`src/rtl/uart_pkg.sv`:
```
// Shared encodings and helpers for the UART FIFO driver.
// Parity states exist only when UART_PARITY_EN is defined.
package uart_pkg;

    localparam logic IDLE_LEVEL = 1'b1;

    typedef enum logic [2:0] {
        TX_IDLE,
        TX_START,
        TX_DATA,
`ifdef UART_PARITY_EN
        TX_PARITY,
`endif
        TX_STOP
    } tx_state_t;

    typedef enum logic [2:0] {
        RX_IDLE,
        RX_START,
        RX_DATA,
`ifdef UART_PARITY_EN
        RX_PARITY,
`endif
        RX_STOP
    } rx_state_t;

    // One extra pointer bit separates full from empty.
    function automatic int ptr_width(input int depth);
        return $clog2(depth) + 1;
    endfunction

endpackage

```
`src/rtl/uart_sync_fifo.sv`:
```
// Synchronous FIFO with first-word fall-through head.
// Latency: pushed word visible on head the cycle after the push edge.
// Backpressure: push dropped when full unless a pop frees the slot that cycle; pop ignored when empty.
module uart_sync_fifo
    import uart_pkg::*;
#(
    parameter int WIDTH = 8,
    parameter int DEPTH = 8
) (
    input  logic             sys_clk,
    input  logic             rst,
    input  logic             push,
    input  logic [WIDTH-1:0] push_dat,
    input  logic             pop,
    output logic             full,
    output logic             empty,
    output logic [WIDTH-1:0] head
);
    localparam int PW = ptr_width(DEPTH);
    localparam int AW = PW - 1;

    logic [PW-1:0]    wr_ptr;
    logic [PW-1:0]    rd_ptr;
    logic [WIDTH-1:0] mem [DEPTH];
    logic             do_push;
    logic             do_pop;

    assign empty   = (wr_ptr == rd_ptr);
    assign full    = (wr_ptr[PW-1] != rd_ptr[PW-1]) && (wr_ptr[AW-1:0] == rd_ptr[AW-1:0]);
    assign do_pop  = pop && !empty;
    assign do_push = push && (!full || do_pop);
    assign head    = mem[rd_ptr[AW-1:0]];

    always_ff @(posedge sys_clk or posedge rst) begin
        if (rst) begin
            wr_ptr <= '0;
            rd_ptr <= '0;
            for (int i = 0; i < DEPTH; i++) mem[i] <= '0;
        end else begin
            if (do_push) begin
                mem[wr_ptr[AW-1:0]] <= push_dat;
                wr_ptr              <= wr_ptr + PW'(1);
            end
            if (do_pop) rd_ptr <= rd_ptr + PW'(1);
        end
    end

endmodule

```
`src/rtl/uart_fifo_driver.sv`:
```
// Full-duplex UART with TX/RX FIFOs; optional parity via UART_PARITY_EN.
// Latency: tx_wr to start bit 2 cycles; RX word pushed at mid stop bit.
// Backpressure: tx_wr dropped when tx_full; RX word dropped with rx_overrun when RX FIFO full.
module uart_fifo_driver
    import uart_pkg::*;
#(
    parameter int BIT_DURATION  = 104,
    parameter int NUM_DATA_BITS = 8,
    parameter int NUM_STOP_BITS = 1,
    parameter int PARITY_ODD    = 0,
    parameter int TX_FIFO_DEPTH = 8,
    parameter int RX_FIFO_DEPTH = 8
) (
    input  logic                     sys_clk,
    input  logic                     rst,
    input  logic                     rx_in,
    output logic                     tx_out,
    input  logic                     tx_wr,
    input  logic [NUM_DATA_BITS-1:0] tx_data,
    output logic                     tx_full,
    output logic                     tx_busy,
    input  logic                     rx_rd,
    output logic [NUM_DATA_BITS-1:0] rx_data,
    output logic                     rx_valid,
    output logic                     rx_frame_err,
    output logic                     rx_overrun,
    output logic                     rx_parity_err
);
    localparam int CNT_W = $clog2(BIT_DURATION);
    localparam int IDX_W = $clog2(NUM_DATA_BITS + 1);
    localparam logic [CNT_W-1:0] BIT_LOAD  = CNT_W'(BIT_DURATION - 1);
    localparam logic [CNT_W-1:0] HALF_LOAD = CNT_W'(BIT_DURATION / 2 - 1);
    localparam logic [IDX_W-1:0] LAST_DATA = IDX_W'(NUM_DATA_BITS - 1);
    localparam logic [IDX_W-1:0] LAST_STOP = IDX_W'(NUM_STOP_BITS - 1);

    // ---------------- TX ----------------
    tx_state_t                tx_state, tx_state_nxt;
    logic [CNT_W-1:0]         tx_cnt, tx_cnt_nxt;
    logic [IDX_W-1:0]         tx_idx, tx_idx_nxt;
    logic [NUM_DATA_BITS-1:0] tx_shift, tx_shift_nxt;
    logic [NUM_DATA_BITS-1:0] tx_head;
    logic                     tx_empty, tx_pop, tx_load, tx_bit, tx_active;
`ifdef UART_PARITY_EN
    logic                     tx_par, tx_par_nxt;
`endif

    uart_sync_fifo #(.WIDTH(NUM_DATA_BITS), .DEPTH(TX_FIFO_DEPTH)) u_tx_fifo (
        .sys_clk(sys_clk), .rst(rst), .push(tx_wr), .push_dat(tx_data), .pop(tx_pop),
        .full(tx_full), .empty(tx_empty), .head(tx_head)
    );

    always_ff @(posedge sys_clk or posedge rst) begin
        if (rst) begin
            tx_state  <= TX_IDLE;
            tx_cnt    <= '0;
            tx_idx    <= '0;
            tx_shift  <= '0;
            tx_out    <= IDLE_LEVEL;
            tx_active <= 1'b0;
`ifdef UART_PARITY_EN
            tx_par    <= 1'b0;
`endif
        end else begin
            tx_state  <= tx_state_nxt;
            tx_cnt    <= tx_cnt_nxt;
            tx_idx    <= tx_idx_nxt;
            tx_shift  <= tx_shift_nxt;
            tx_out    <= tx_bit;
            tx_active <= (tx_state != TX_IDLE);
`ifdef UART_PARITY_EN
            tx_par    <= tx_par_nxt;
`endif
        end
    end

    // tx_out is registered from the state, so the line trails the FSM by one cycle.
    always_comb begin
        tx_state_nxt = tx_state;
        tx_cnt_nxt   = tx_cnt;
        tx_idx_nxt   = tx_idx;
        tx_shift_nxt = tx_shift;
        tx_pop       = 1'b0;
        tx_load      = 1'b0;
        tx_bit       = IDLE_LEVEL;
`ifdef UART_PARITY_EN
        tx_par_nxt   = tx_par;
`endif
        if (tx_state == TX_IDLE) begin
            tx_load = !tx_empty;
        end else if (tx_cnt != '0) begin
            tx_cnt_nxt = tx_cnt - CNT_W'(1);
        end else begin
            tx_cnt_nxt = BIT_LOAD;
            case (tx_state)
                TX_START: begin
                    tx_state_nxt = TX_DATA;
                    tx_idx_nxt   = '0;
                end
                TX_DATA: begin
                    tx_shift_nxt = tx_shift >> 1;
                    if (tx_idx == LAST_DATA) begin
                        tx_idx_nxt = '0;
`ifdef UART_PARITY_EN
                        tx_state_nxt = TX_PARITY;
`else
                        tx_state_nxt = TX_STOP;
`endif
                    end else begin
                        tx_idx_nxt = tx_idx + IDX_W'(1);
                    end
                end
`ifdef UART_PARITY_EN
                TX_PARITY: tx_state_nxt = TX_STOP;
`endif
                TX_STOP: begin
                    if (tx_idx == LAST_STOP) begin
                        tx_idx_nxt   = '0;
                        tx_state_nxt = TX_IDLE;
                        tx_load      = !tx_empty;
                    end else begin
                        tx_idx_nxt = tx_idx + IDX_W'(1);
                    end
                end
                default: tx_state_nxt = TX_IDLE;
            endcase
        end
        if (tx_load) begin
            tx_pop       = 1'b1;
            tx_shift_nxt = tx_head;
            tx_cnt_nxt   = BIT_LOAD;
            tx_state_nxt = TX_START;
`ifdef UART_PARITY_EN
            tx_par_nxt   = (^tx_head) ^ PARITY_ODD[0];
`endif
        end
        case (tx_state)
            TX_START: tx_bit = 1'b0;
            TX_DATA:  tx_bit = tx_shift[0];
`ifdef UART_PARITY_EN
            TX_PARITY: tx_bit = tx_par;
`endif
            default:  tx_bit = IDLE_LEVEL;
        endcase
    end

    assign tx_busy = tx_active || (tx_state != TX_IDLE) || !tx_empty;

    // ---------------- RX ----------------
    rx_state_t                rx_state, rx_state_nxt;
    logic [CNT_W-1:0]         rx_cnt, rx_cnt_nxt;
    logic [IDX_W-1:0]         rx_idx, rx_idx_nxt;
    logic [NUM_DATA_BITS-1:0] rx_shift, rx_shift_nxt;
    logic                     rx_s1, rx_s2, rx_prev;
    logic                     rx_full, rx_empty, rx_push;
    logic                     frame_err_s, overrun_s;
`ifdef UART_PARITY_EN
    logic                     rx_par, rx_par_nxt, parity_err_s, parity_err_q;
`endif

    uart_sync_fifo #(.WIDTH(NUM_DATA_BITS), .DEPTH(RX_FIFO_DEPTH)) u_rx_fifo (
        .sys_clk(sys_clk), .rst(rst), .push(rx_push), .push_dat(rx_shift), .pop(rx_rd),
        .full(rx_full), .empty(rx_empty), .head(rx_data)
    );

    assign rx_valid = !rx_empty;

    always_ff @(posedge sys_clk or posedge rst) begin
        if (rst) begin
            rx_s1        <= IDLE_LEVEL;
            rx_s2        <= IDLE_LEVEL;
            rx_prev      <= IDLE_LEVEL;
            rx_state     <= RX_IDLE;
            rx_cnt       <= '0;
            rx_idx       <= '0;
            rx_shift     <= '0;
            rx_frame_err <= 1'b0;
            rx_overrun   <= 1'b0;
`ifdef UART_PARITY_EN
            rx_par       <= 1'b0;
            parity_err_q <= 1'b0;
`endif
        end else begin
            rx_s1        <= rx_in;
            rx_s2        <= rx_s1;
            rx_prev      <= rx_s2;
            rx_state     <= rx_state_nxt;
            rx_cnt       <= rx_cnt_nxt;
            rx_idx       <= rx_idx_nxt;
            rx_shift     <= rx_shift_nxt;
            rx_frame_err <= frame_err_s;
            rx_overrun   <= overrun_s;
`ifdef UART_PARITY_EN
            rx_par       <= rx_par_nxt;
            parity_err_q <= parity_err_s;
`endif
        end
    end

`ifdef UART_PARITY_EN
    assign rx_parity_err = parity_err_q;
`else
    assign rx_parity_err = 1'b0;
`endif

    always_comb begin
        rx_state_nxt = rx_state;
        rx_cnt_nxt   = rx_cnt;
        rx_idx_nxt   = rx_idx;
        rx_shift_nxt = rx_shift;
        rx_push      = 1'b0;
        frame_err_s  = 1'b0;
        overrun_s    = 1'b0;
`ifdef UART_PARITY_EN
        rx_par_nxt   = rx_par;
        parity_err_s = 1'b0;
`endif
        if (rx_state == RX_IDLE) begin
            if (rx_prev && !rx_s2) begin
                rx_state_nxt = RX_START;
                rx_cnt_nxt   = HALF_LOAD;
            end
        end else if (rx_cnt != '0) begin
            rx_cnt_nxt = rx_cnt - CNT_W'(1);
        end else begin
            rx_cnt_nxt = BIT_LOAD;
            case (rx_state)
                // A start bit that is high again at mid-bit was a glitch.
                RX_START: begin
                    rx_state_nxt = rx_s2 ? RX_IDLE : RX_DATA;
                    rx_idx_nxt   = '0;
                end
                RX_DATA: begin
                    rx_shift_nxt = {rx_s2, rx_shift[NUM_DATA_BITS-1:1]};
                    if (rx_idx == LAST_DATA) begin
`ifdef UART_PARITY_EN
                        rx_state_nxt = RX_PARITY;
`else
                        rx_state_nxt = RX_STOP;
`endif
                    end else begin
                        rx_idx_nxt = rx_idx + IDX_W'(1);
                    end
                end
`ifdef UART_PARITY_EN
                RX_PARITY: begin
                    rx_par_nxt   = rx_s2;
                    rx_state_nxt = RX_STOP;
                end
`endif
                RX_STOP: begin
                    rx_state_nxt = RX_IDLE;
                    if (!rx_s2)
                        frame_err_s = 1'b1;
`ifdef UART_PARITY_EN
                    else if (((^rx_shift) ^ rx_par) != PARITY_ODD[0])
                        parity_err_s = 1'b1;
`endif
                    else if (rx_full && !rx_rd)
                        overrun_s = 1'b1;
                    else
                        rx_push = 1'b1;
                end
                default: rx_state_nxt = RX_IDLE;
            endcase
        end
    end

endmodule

```
`config.mk`:
```
export PLATFORM = sky130hd
export DESIGN_NAME = uart_fifo_driver
export DESIGN_NICKNAME = d
export VERILOG_FILES = /design/src/rtl/uart_pkg.sv /design/src/rtl/uart_sync_fifo.sv /design/src/rtl/uart_fifo_driver.sv
export SDC_FILE = /design/constraint.sdc
export NUM_CORES = 1
export LEC_CHECK = 0
export ABC_AREA = 1
export BUFFER_PORTS_ARGS = -buffer_cell sky130_fd_sc_hd__buf_4
export CAP_MARGIN = 20
export CORE_MARGIN = 4
export CORE_UTILIZATION = 31
export DETAILED_ROUTE_END_ITERATION = 10
export GPL_ROUTABILITY_DRIVEN = 0
export PLACE_DENSITY = 0.49
export SETUP_SLACK_MARGIN = 0.02
export SYNTH_ARGS = -nofsm -noshare
export SYNTH_HDL_FRONTEND = slang
export SYNTH_SLANG_ARGS = --single-unit
```
`constraint.sdc`:
```
create_clock -name sys_clk -period 12.4 [get_ports sys_clk]
set_clock_uncertainty 0.15 [all_clocks]
set_input_delay 0.62 -clock sys_clk [delete_from_list [all_inputs] [get_ports sys_clk]]
set_output_delay 0.62 -clock sys_clk [all_outputs]
set_load 0.02 [all_outputs]
```
Yosys cells after proc, flatten, opt, wreduce, memory -nomap -nowiden
Index checks and enable logic that the tools add are counted.

storage, ports and cells
  register bits = 195
  input port bits = 13
  output and inout bits = 15
  word-level logic and storage cells = 173

operators by class
  add/subtract/negate cells = 8
  order comparisons = 6
  equal/unequal tests = 22
  mux-type cells = 59
  bitwise logic cells = 8
  reduce and logical (&&, ||, !) cells = 35

operators with widths
  cell                 number
  $bwmux 64            2
  $mux 8               10
  $bmux 8 s3           2
  $demux 8 s3          2
  $mux 7               6
  $mux 3               9
  $add 4x1->4 const B  6
  $mux 1               19
  $ge 4x4->1 const B   4
  $not 3->4            4
  $reduce_bool 7->1    2
  $sub 7x1->7 const B  2
  $eq 3x2->1 const B   4
  $mux 4               3
  $pmux 4 s3           1
  $reduce_and 3->1     4
  $logic_and 1x1->1    10
  $ne 3x3->1 const B   3
  $pmux 3 s3           1
  $eq 4x3->1 const B   2
  $eq 4x4->1           2
  $lt 4x1->1 const B   2
  $ne 2x2->1 const B   4
  $pmux 4 s2           1
  other kinds (15)     33

Depth between registers and ports, before layout
  depth in word-level cells = 10
  depth in mapped cells = 13
  gate-level depth less buffers = 12

Hierarchy
A second synthesis with hierarchy kept.

unflattened totals
  cell total of the unflattened synthesis = 1,258
  area, all modules = 10,423.7 um^2

by module, submodules not included
  module                       instances  cells an instance  area an instance (um^2)  sequential area each (um^2)
  uart_sync_fifo at u_rx_fifo  1          473                3,920.0                  1,801.7
  uart_sync_fifo at u_tx_fifo  1          473                3,896.2                  1,801.7
  uart_fifo_driver             1          312                2,607.5                  1,231.2

Least setup slack after synthesis
Ideal clock, no wire load.

  path type = register -> output
  start point = register u_tx_fifo.rd_ptr[2]
  end point = output port tx_busy
  arrival = 1.307 ns
  required time = 11.630 ns
  path slack = 10.323 ns
  cell stages (with the launch flop) = 7
  buffers on the path = 1
  cells stage by stage = dfrtp_1 -> buf_2 -> nand2_1 -> nand2_1 -> nor2_1 -> nand3_2 -> or2_2

on the way
  word-level cells in the longest chain between the ends = 3

ends and longest elaborated chain
  element                   RTL line                 text
  start: declaration        uart_sync_fifo.sv:23     logic [PW-1:0] rd_ptr;
  start signal: assignment  uart_sync_fifo.sv:44     if (do_pop) rd_ptr <= rd_ptr + PW'(1);
  $eq 4x4->1                uart_sync_fifo.sv:28     assign empty = (wr_ptr == rd_ptr);
  $logic_not 1->1           uart_fifo_driver.sv:146  assign tx_busy = tx_active || (tx_state != TX_IDLE) || !tx_empty;
  $logic_or 1x1->1          uart_fifo_driver.sv:146
  end: declaration          uart_fifo_driver.sv:21   output logic tx_busy,

Every way passes these cells.

Worst setup path in the final report
  start point = register u_tx_fifo.rd_ptr[1]
  end point = output port tx_busy

The elaborated chain is that of the path after synthesis.

==> flow_summary_export.csv <==
group,metric,value,unit
outcome,outcome,"complete, no violations",
worst_setup_path,reg2reg_slack,9460,ps
worst_setup_path,worstPathArrival,2560,ps
pwr,p_sw,1.06,mW
pwr,pwr-share-comb,40.0,%
cts,ctsHoldBuffers,0,
global_route,grt_pass1_vias,8116,
synthesis,yosysUniqueCellTypes,41,
sta,worst_hold_slack,129,ps
global_route,grt-ovfl-total,0,
synthesis,async_flop_share,100,%
routing,via_count,8493,
cts,post-cts-setup-buffer-count,0,
routing,drtPass1Iterations,5,
worst_setup_path,crit_slowest_cell,"dfrtp_1",
worst_setup_path,cp_top_family,"simple AND/OR/NAND/NOR gates",
sta,timing.fmax,300,MHz
synthesis,syn_inst,1344,
pwr,sequentialPowerShare,37.0,%
synthesis,synthMostInstantiatedCell,"nand2_1",
sta,setup-violations-final,0,
global_route,grt_pass1_wl,44900,µm
sta,finalHoldViolations,0,
worst_setup_path,max_stage_delay,750,ps
sta,min_period,3330,ps
synthesis,synth_area_leader_cell,"dfrtp_1",
routing,ant_nets,0,
sta,fin_crit_sh,26.9,%
pwr,power_per_cell_area,218,nW/µm²
worst_setup_path,required,11630,ps
synthesis,syn_area_per_cell,7.66,µm²
finish,num_antenna_cells,0,
worst_setup_path,endpoint_kind,"primary output",
floorplanning,pin_count,28,
worst_setup_path,cpMostUsedCell,"nand2_1",
synthesis,synthesis.yosys.warnings,0,
synthesis,synth_top_area_share,46.0,%
worst_setup_path,crit_buf_inv,2,
worst_setup_path,start_kind,"flop",
place,io_buffers,26,
sta,slew_viol_final,0,
synthesis,synth_edf_count,0,
worst_setup_path,path_depth,7,
routing,vias_per_cell,4.79,
routing,drt_first_iter_violations,702,
cts,cts_tree,"done",
finish,fillers,3439,
worst_setup_path,cp_max_fo,20,
worst_setup_path,r2r_end,"u_tx_fifo.mem[16]",
finish,syn_to_final_growth,10.0,%
worst_setup_path,cp-endpoint,"tx_busy",
cts,cts_root_buf,"clkbuf_16",
synthesis,seq_area_frac_synth,47.0,%
finish,num-nets-final,1351,
routing,wire_per_inst,15.1,µm
synthesis,syn_area,10300,µm²
cts,clock_path_buffers,2,
sta,tns,0,ps
cts,cts.repair.resized,0,
sta,slew_headroom,35.5,%
pwr,irDropWorstVdd,0.108,mV
place,hpwl,16900,µm
floorplanning,initial_core_util,31.6,%
floorplanning,coreArea,32600,µm²
flow_run,cap_violations,0,
synthesis,synth.net_count,1376,
cts,path_clk_slew,80,ps
cts,cts_buffers,17,
pwr,intPower,1.41,mW
cts,h-tree-depth,4,
cts,cts.sinks,193,
synthesis,ys_ff_latch,193,
worst_setup_path,worstReg2RegStart,"u_tx_fifo.rd_ptr[1]",
routing,wl,26800,µm
pwr,p_leak,5.78,nW
pwr,clockPowerShare,23.0,%
global_route,grt_max_degree,131,
sta,rsz0062_at_grt,"no",
synthesis,ys.flop_type,"dfrtp_1",
floorplanning,chipWidth,190,µm
worst_setup_path,critPathKind,"reg2out",
pwr,swShare,43.0,%
worst_setup_path,reg2reg_depth,11,
routing,drc_errors,0,
global_route,grt_usage,15.3,%
worst_setup_path,cp_cell_sequence,"inv_2 -> nand2_1 -> nand2_1 -> nor2_2 -> nand3_2 -> or2_2 -> buf_4",
floorplanning,die_y,190,µm
synthesis,synth_area_leaders,"dfrtp_1, nand2_1, nand4_1, inv_1, o21ai_0",
worst_setup_path,startpoint,"u_tx_fifo.rd_ptr[1]",
global_route,antenna_found_initial,0,
worst_hold_path,hp-class,"in2reg",
sta,worstMarginPinSlew,967,ps
finish,multi_input_area,4750,µm²
floorplanning,core.rowCount,66,
finish,drive_gt1_share,8.94,%
finish,seq_area,4830,µm²
worst_hold_path,hp-start,"rx_in",
floorplanning,die_area,36200,µm²
synthesis,synth_common_cells,"nand2_1, dfrtp_1, nand4_1, inv_1, nor2_1",
cts,insertion_delay,450,ps
[how the worst min path moves through the flow]
stage	cells after the start	slack [ps]	to
after CTS	1	100	rx_s1
after detailed placement	0	200	rx_s2
final	1	130	rx_s1
after global placement	0	200	rx_s2
after floorplan	0	200	rx_s2
after global routing	1	90	rx_s1
[metrics by stage]
step / area, µm² / worst slack (ps) / cells / total power [mW] / util (%)
final: 11300 / 9070 / 1773 / 2.47 / 34.7
after detailed placement: 10700 / 9470 / 1742 / 1.92 / 32.9
after CTS: 11300 / 9040 / 1773 / 2.50 / 34.7
after global routing: 11300 / 8820 / 1773 / 2.69 / 34.7
after floorplan: 10300 / 6380 / 1344 / 1.65 / -
after global placement: 10700 / 9480 / 1742 / 1.91 / 32.9
[layout by cell type (no fill, tap or decap), drive strengths merged, types with 2 or more instances in the layout]
cell,instances
inv,93
a22oi,2
buf,34
clkinv,4
xor2,12
nor2,77
clkinvlp,2
clkbuf,18
dfstp,4
bufinv,2
xnor2,2
nor3,4
dfrtp,189
or2,2
nand4,131
nand2,585
nand3,52
o21ai,62
o211ai,2
a21oi,14
ha,19
o22ai,16
[state kept, by name, indices dropped and copies added, names as in the netlist, 2 cells and up]
signal            count
rx_state              2
tx_idx                4
rx_idx                4
u_rx_fifo.rd_ptr      4
u_tx_fifo.mem        64
u_tx_fifo.rd_ptr      4
u_rx_fifo.wr_ptr      4
tx_shift              8
tx_cnt                7
rx_cnt                7
u_tx_fifo.wr_ptr      4
u_rx_fifo.mem        64
tx_state              2
rx_shift              8
[worst register-to-register path, cell delays in order, from the launching register on]
cell	delay [ps]
dfrtp_1	620
inv_2	370
nand2_1	80
nand2_1	90
nor2_2	60
nand2_2	70
nor2_4	40
nand2_2	50
buf_4	600
nand3_1	480
nand2_1	160
nand2_1	60
[power by group through the flow]
| stage | sequential [mW] | clock (mW) | combinational, mW |
|---|---|---|---|
| 3_3_place_gp | 0.923 | 0 | 0.991 |
| 2_1_floorplan | 0.868 | 0 | 0.778 |
| 6_report | 0.912 | 0.568 | 0.986 |
| 4_1_cts | 0.913 | 0.592 | 0.999 |
| 5_1_grt | 0.934 | 0.617 | 1.14 |
| 3_5_place_dp | 0.923 | 0 | 0.997 |
[kinds of logic (layout without fill, tap and decap cells)]
kind of cell    Yosys count  in the layout  share of synthesized area [%]
compound gates          100            100                           5.30
xor+xnor                 14             14                           1.19
fa+ha+maj                19             19                           2.31
buf+inv                 166            153                           6.90
flops                   193            193                           47.0
other cells               1              1                         0.0364
simple gates            851            851                           37.3
[metal layers]
layer  GRT usage [%]  wire length (µm)
met1            23.1             13800
met2            22.8             11700
met3            2.75              1080
met4            3.73               287
met5               0                 0
[area by class of cell]
cell class              instances  share of cell area [%]
flip-flops and latches        193                    42.7
multi-input cells             985                    42.0
well taps                     442                    4.88
clock buffers                  18                    3.88
inverters                      88                    2.98
repair buffers                 34                    2.25
clock inverters                13                    1.33
Note: power is estimated with default switching activity, not from simulation.
